## config.mk

```make
export PLATFORM = sky130hd
export DESIGN_NAME = mmio_uart_tx
export DESIGN_NICKNAME = d
export VERILOG_FILES = /design/src/rtl/mmio_uart_tx.sv
export SDC_FILE = /design/constraint.sdc
export NUM_CORES = 1
export LEC_CHECK = 0
export CAP_MARGIN = 20
export CORE_ASPECT_RATIO = 0.6
export CORE_UTILIZATION = 49
export CTS_BUF_LIST = sky130_fd_sc_hd__clkbuf_8 sky130_fd_sc_hd__clkbuf_16
export CTS_CLUSTER_DIAMETER = 60
export DETAILED_ROUTE_END_ITERATION = 6
export HOLD_SLACK_MARGIN = 0.06
export PLACE_DENSITY_LB_ADDON = 0.15
export SLEW_MARGIN = 40
export SYNTH_ARGS = -nofsm -noshare
export SYNTH_HDL_FRONTEND = slang
export SYNTH_SLANG_ARGS = --single-unit
```

## constraint.sdc

```tcl
create_clock -name clk -period 2.6 [get_ports clk]
set_input_delay 0.52 -clock clk [delete_from_list [all_inputs] [get_ports clk]]
set_output_delay 0.52 -clock clk [all_outputs]
set_load 0.005 [all_outputs]
```

## src/rtl/mmio_uart_tx.sv

```systemverilog
// rtl/mmio_uart_tx.sv - memory-mapped 8N1 UART transmitter fed by a store-side byte FIFO
module mmio_uart_tx #(
   parameter logic [31:0] BASE_ADDR    = 32'hFFFF_0000,
   parameter int          CLKS_PER_BIT = 16,
   parameter int          FIFO_DEPTH   = 8,
   parameter int          DROP_W       = 8
) (
   input  logic                        clk,
   input  logic                        reset,
   input  logic                        data_write,
   input  logic [7:0]                  data,
   input  logic [31:0]                 data_address,
   output logic                        tx,
   output logic                        busy,
   output logic                        fifo_empty,
   output logic                        fifo_full,
   output logic [$clog2(FIFO_DEPTH):0] fifo_count,
   output logic [DROP_W-1:0]           drop_count
);

   localparam int AW = $clog2(FIFO_DEPTH);
   localparam int CW = AW + 1;
   localparam int BW = (CLKS_PER_BIT > 1) ? $clog2(CLKS_PER_BIT) : 1;
   localparam logic [BW-1:0] BAUD_MAX = BW'(CLKS_PER_BIT - 1);
   localparam logic [CW-1:0] DEPTH_C  = CW'(FIFO_DEPTH);

   typedef enum logic [1:0] {IDLE, START, DATA, STOP} state_t;

   state_t        state, state_n;
   logic [BW-1:0] baud_cnt;
   logic [2:0]    bit_idx;
   logic [7:0]    shift, shift_n;
   logic          tx_n, busy_n;
   logic          baud_last;
   logic          hit, push, pop, drop;

   logic [7:0]    mem [FIFO_DEPTH];
   logic [AW-1:0] wr_ptr, rd_ptr;

   assign hit        = data_write && (data_address == BASE_ADDR);
   assign push       = hit && ((fifo_count != DEPTH_C) || pop);
   assign drop       = hit && !push;
   assign fifo_empty = (fifo_count == '0);
   assign fifo_full  = (fifo_count == DEPTH_C);

   // State register: FSM, baud/bit counters, shifter and the registered line outputs
   always_ff @(posedge clk or posedge reset) begin
      if (reset) begin
         state    <= IDLE;
         baud_cnt <= '0;
         bit_idx  <= '0;
         shift    <= '0;
         tx       <= 1'b1;
         busy     <= 1'b0;
      end else begin
         state    <= state_n;
         baud_cnt <= (state == IDLE || baud_last) ? '0 : baud_cnt + 1'b1;
         if (state != DATA)
            bit_idx <= '0;
         else if (baud_last)
            bit_idx <= bit_idx + 3'd1;
         shift    <= shift_n;
         tx       <= tx_n;
         busy     <= busy_n;
      end
   end

   always_comb begin
      state_n   = state;
      pop       = 1'b0;
      baud_last = (baud_cnt == BAUD_MAX);
      case (state)
         IDLE:
            if (fifo_count != '0) begin
               state_n = START;
               pop     = 1'b1;
            end
         START:
            if (baud_last) state_n = DATA;
         DATA:
            if (baud_last && bit_idx == 3'd7) state_n = STOP;
         STOP:
            if (baud_last) begin
               if (fifo_count != '0) begin
                  state_n = START;
                  pop     = 1'b1;
               end else begin
                  state_n = IDLE;
               end
            end
         default:
            state_n = IDLE;
      endcase

      shift_n = shift;
      if (pop)
         shift_n = mem[rd_ptr];
      else if (state == DATA && baud_last)
         shift_n = {1'b0, shift[7:1]};
   end

   // Line level is computed from next state so tx leaves a flop, never a mux of flops
   always_comb begin
      busy_n = (state_n != IDLE);
      case (state_n)
         START:   tx_n = 1'b0;
         DATA:    tx_n = shift_n[0];
         default: tx_n = 1'b1;
      endcase
   end

   always_ff @(posedge clk or posedge reset) begin
      if (reset) begin
         wr_ptr     <= '0;
         rd_ptr     <= '0;
         fifo_count <= '0;
         drop_count <= '0;
      end else begin
         if (push) wr_ptr <= wr_ptr + 1'b1;
         if (pop)  rd_ptr <= rd_ptr + 1'b1;
         case ({push, pop})
            2'b10:   fifo_count <= fifo_count + 1'b1;
            2'b01:   fifo_count <= fifo_count - 1'b1;
            default: fifo_count <= fifo_count;
         endcase
         if (drop && drop_count != '1)
            drop_count <= drop_count + 1'b1;
      end
   end

   always_ff @(posedge clk) begin
      if (push) mem[wr_ptr] <= data;
   end

endmodule
```

### Yosys cells after proc, flatten, opt, wreduce, memory -nomap -nowiden

Memories as Yosys holds them, arrays and structs flattened.
Cells that the tools add are included.

| storage, ports and cells | value |
|---|---|
| word-level logic and storage cells | 67 |
| memories | 1 |
| bits in writable memories | 64 |
| register bits after elaboration | 37 |

| cells by class | value |
|---|---|
| equal/unequal tests | 14 |
| reductions and logical operators | 16 |
| add/sub/neg operators | 7 |
| multiplexer cells | 18 |

Memories:

| name | words | width | read ports | clocked after memory_dff | write ports | line | RTL |
|---|---|---|---|---|---|---|---|
| mem | 8 | 8 | 1 | 0 | 1 | 37 | `logic [7:0] mem [FIFO_DEPTH];` |

Operators with widths:

| operator | number |
|---|---|
| $eq 32x32->1 const B | 1 |
| $mux 8 | 2 |
| $add 3x1->3 const B | 3 |
| $add 4x1->4 const B | 2 |
| $add 8x1->8 const B | 1 |
| $eq 2x2->1 const B | 4 |
| $eq 4x4->1 const B | 2 |
| $mux 2 | 4 |
| $ne 8x8->1 const B | 1 |
| $pmux 2 s4 | 1 |
| $pmux 4 s2 | 1 |
| $reduce_bool 2->1 | 4 |
| $eq 2x1->1 const B | 3 |
| $logic_and 1x1->1 | 6 |
| $mux 3 | 2 |
| $mux 1 | 5 |
| $logic_not 4->1 | 1 |
| $mux 4 | 1 |
| $ne 4x4->1 const B | 1 |
| $pmux 1 s2 | 2 |
| $reduce_bool 4->1 | 1 |
| $sub 4x1->4 const B | 1 |
| $eq 3x3->1 const B | 1 |
| $logic_not 2->1 | 1 |
| 3 further kinds | 4 |

### Logic depth before layout (Yosys ltp)

| logic depth | value |
|---|---|
| depth after elaboration | 9 |
| mapped depth | 13 |
| gate-level depth less buffers | 12 |

### Worst setup path before layout

OpenSTA, ideal clock, no wires.

| timing path | value |
|---|---|
| kind | input to register |
| start point | input port data_address[12] |
| end point | memory mem[0][0], enable pin |
| library setup time | 383 ps |
| slack | -313 ps |
| arrival time | 2529 ps |
| stages on the path | 6 |
| buffers on the path | 0 |
| cells stage by stage | or4b_4 -> nor4_4 -> nand4_4 -> nor2b_1 -> nand2b_1 -> nor3_1 |

| on the way | value |
|---|---|
| longest elaborated chain between the ends | 5 |

RTL lines:

| element | line | RTL |
|---|---|---|
| from (decl) | 12 | `input logic [31:0] data_address,` |
| $eq 32x32->1 | 40 | `assign hit = data_write && (data_address == BASE_ADDR);` |
| $logic_and 1x1->1 | 40 |  |
| $logic_and 1x1->1 | 41 | `assign push = hit && ((fifo_count != DEPTH_C) \|\| pop);` |
| $mux 1 | 132 | `if (push) mem[wr_ptr] <= data;` |
| $mux 1 (not written as such) | 132 |  |
| to (decl) | 37 |  |

Every way passes these cells.

### Worst setup path in the final report

| timing path | value |
|---|---|
| start point | input port data_address[8] |
| end point | register fifo_count[3] |

| on the way | value |
|---|---|
| longest elaborated chain between the ends | 5 |

RTL lines:

| element | line | RTL |
|---|---|---|
| $eq 32x32->1 (*) | 40 |  |
| $logic_and 1x1->1 (*) | 40 |  |
| $logic_and 1x1->1 (*) | 41 |  |
| $eq 2x1->1 or $eq 2x2->1 (tied branches) | 121 | `case ({push, pop})` |
| $pmux 4 s2 or $reduce_bool 2->1 (tied branches) | -- |  |
| to (signal assigned) | 122 | `2'b10: fifo_count <= fifo_count + 1'b1;` |
| to (signal assigned) | 123 | `2'b01: fifo_count <= fifo_count - 1'b1;` |
| to (signal assigned) | 124 | `default: fifo_count <= fifo_count;` |
| to (decl) | 17 | `output logic [$clog2(FIFO_DEPTH):0] fifo_count,` |

Mark *: on every way between the ends. The rest lies on a longest branch, timed or not.
A chain may end at the register's enable or synchronous reset.

==> out/results.ini <==
[layout]
area_growth_pct = 29.5
layoutNonFillerInstCount = 501
num-nets-final = 441
num_antenna_cells = 0
drive_above_1_share = 0.216
final_area_um2 = 5700

[detailed_routing]
routed_via_density = 5.30
wl_per_cell_um = 17.6
antenna_left = 0
dr.pass1.iters = 4
drt_first_iter_violations = 179
vias = 2655
drc = 0
totalWireLength_mm = 8.83

[global_routing]
met2_usage = 0.303
grt_util_all_layers = 0.212
globalRouteOverflowTotal = 0
grt_pass1_wl_mm = 14.3
antenna_found_initial = 0
busiest_layer = met1
first_global_vias = 2577
met1_usage = 0.314
grt_max_degree = 38
use_met3 = 0.0632

[floorplan]
core_area_um2 = 8620
rows = 26
dieArea_um2 = 9390
die_w_um = 124
die_y_um = 75.4
io_pins = 59
start_util = 0.511

[synth]
yosys_warnings = 0
synthCells = 287
ys_ff_latch = 101
synth_edf_count = 64
syn_area_per_cell_um2 = 15.4
synth_async_sr_flop_share = 0.366
syn_area_um2 = 4410
yosysMostFrequentCell = edfxtp_1
synthTopCellsByArea = edfxtp_1 (44%), dfrtp_1 (20%), mux4_2 (8.2%)
synth_top_cell_by_area = edfxtp_1
synthFlopType = edfxtp_1
synth_top_area_share = 0.436
synth_cell_type_count = 46
ys_seq_area_frac = 0.647
synth_commonest_cells = edfxtp_1 (64), dfrtp_1 (36), nand2_1 (23), mux4_2 (16)
syn_nets = 344

[worst_setup_path]
crit_path_max_fanout = 4
rr_startpoint = state[0]
startpoint = data_address[8]
required_ns = 2.87
crit_arrival_ns = 2.82
critical_path_class = in -> reg
rr_worst_depth = 8
cp-start-kind = input pin
crit_path_end_kind = flop

[power_and_ir_drop]
ir_worst_vdd_v = 0.000386
powerDensity_nw_per_um2 = 544
p_leak_uw = 0.00233

[sta]
tightest_slew_ns = 0.636
finalSetupViolCount = 0
setup_tns_ns = 0
hold_viol = 0
max_clock_freq_mhz = 392
slew_viol_final = 0
post-route-period-util = 0.982
slew_headroom = 0.576
rsz0062_at_grt = true
skew_ns = 0.00799
min_period_ns = 2.55

[place]
place_area_um2 = 5380
dpl.cell_count = 483
hpwl_mm = 6.32
port_buffers = 58
gp_congestion = 0.744

[clock_tree]
h-tree-depth = 3
cts_buffers = 9
insertion_delay_ns = 0.35
cts.clk_slew.worst_paths_ns = 0.06
cts.sinks = 101
cts_tree = built
cts_root_buf = clkbuf_16
clock_path_buffers = 2

[flow_run]
drv_cap = 0

[hold_path]
hold_depth = 1
hold_start = drop_count[7]
hold_path.class = reg -> reg

[status]
status = completed

==> path summary, 6_finish.rpt <==
kind                            endpoint  slack, ns
setup / recovery           fifo_count[3]       0.05
hold / removal             drop_count[7]       0.49
setup reg to reg           fifo_count[2]       0.24
hold reg to reg            drop_count[7]       0.49
max in group asynchronous             tx       1.66
min in group asynchronous  drop_count[2]       0.58
==> final cells by class <==
class                      count  area [um2]
clock buffer                   9         225
clock inverter                 7        65.1
fill                         615        2920
inverter                       9        33.8
multi-input combinational    169        1540
sequential                   101        2850
tap                          112         140
timing repair buffer          94         853
==> timing repair <==
item	in CTS	in global routing
setup buffers	1	1
endpoints found under the setup margin	66	67
gates resized for setup	9	7
hold buffers	0	0
pin swaps	9	9
==> metrics by stage <==
| stage | hold WS (ns) | setup slack [ns] | total power (uW) | utilization |
|---|---|---|---|---|
| finish | 0.493 | 0.0467 | 3110 | 0.662 |
| CTS | 0.496 | 0.00951 | 3140 | 0.658 |
| global placement | 0.480 | -0.415 | 1830 | 0.624 |
| detailed placement | 0.486 | -0.460 | 1840 | 0.624 |
| global route | 0.510 | -0.0510 | 3220 | 0.662 |
| floorplan | 0.466 | -0.0974 | 1760 | - |
==> metal layers <==
metal,wire length (um),up-vias
li1,-,1286
met1,4410,1297
met2,3750,62
met3,567,10
met4,94,0
met5,0,-
==> worst max-delay path: stages <==
cell	delay, ns
clkdlybuf4s50_1	0.39
or4_1	0.48
nor3_2	0.18
buf_4	0.14
nand4_4	0.12
nand2_2	0.10
inv_2	0.05
ha_4	0.20
a21o_1	0.16
a21oi_2	0.15
nand3_1	0.10
o31ai_2	0.07
xor2_1	0.15
==> placed cells by master (no fill, tap or decap), types with 2 or more instances in the layout <==
| cell type | netlist | layout |
|---|---|---|
| dlygate4sd2_1 | 0 | 8 |
| nor2b_1 | 7 | 7 |
| inv_1 | 9 | 9 |
| nand2b_1 | 4 | 4 |
| a21oi_1 | 11 | 10 |
| and3_1 | 4 | 4 |
| a211oi_1 | 7 | 7 |
| clkbuf_16 | 0 | 9 |
| dfrtp_1 | 36 | 36 |
| clkdlybuf4s50_1 | 0 | 45 |
| nand3_1 | 4 | 4 |
| o21ai_1 | 3 | 3 |
| buf_4 | 0 | 36 |
| clkinv_2 | 0 | 2 |
| edfxtp_1 | 64 | 64 |
| xnor2_1 | 13 | 13 |
| xor2_1 | 2 | 2 |
| or4b_4 | 1 | 2 |
| a21o_1 | 2 | 2 |
| a311oi_1 | 2 | 2 |
| dlymetal6s2s_1 | 0 | 5 |
| mux4_2 | 16 | 16 |
| ha_1 | 13 | 12 |
| nand2_1 | 23 | 22 |
| a21boi_0 | 2 | 2 |
| nor2_1 | 10 | 9 |
| nand4_1 | 6 | 6 |
| mux2i_1 | 12 | 12 |
| nor3_2 | 0 | 4 |
| and2_1 | 2 | 2 |
| mux2_1 | 2 | 2 |
==> power breakdown <==
| part | switching [uW] | total [uW] | internal (uW) |
|---|---|---|---|
| Sequential | 0.000000952 | 1710 | 1710 |
| Combinational | 33.5 | 87.1 | 53.6 |
| Clock | 569 | 1310 | 740 |
| Total | 602 | 3110 | 2500 |
==> registers in the layout, indices dropped and copies added, names as in the netlist <==
signal	count
baud_cnt	4
bit_idx	3
busy	1
drop_count	8
fifo_count	4
mem	64
rd_ptr	3
shift	8
state	2
tx	1
wr_ptr	3
==> cell families (layout without fill, tap and decap cells) <==
| family | count (synthesis) | count (layout) | synth area share |
|---|---|---|---|
| buf+inv | 17 | 119 | 0.0153 |
| fa+ha+maj | 14 | 14 | 0.0415 |
| simple gates | 78 | 78 | 0.105 |
| compound gates | 32 | 32 | 0.0480 |
| xor+xnor | 15 | 15 | 0.0298 |
| flops | 101 | 101 | 0.647 |
| mux | 30 | 30 | 0.114 |
No activity file was read; power rests on OpenSTA's default activity.
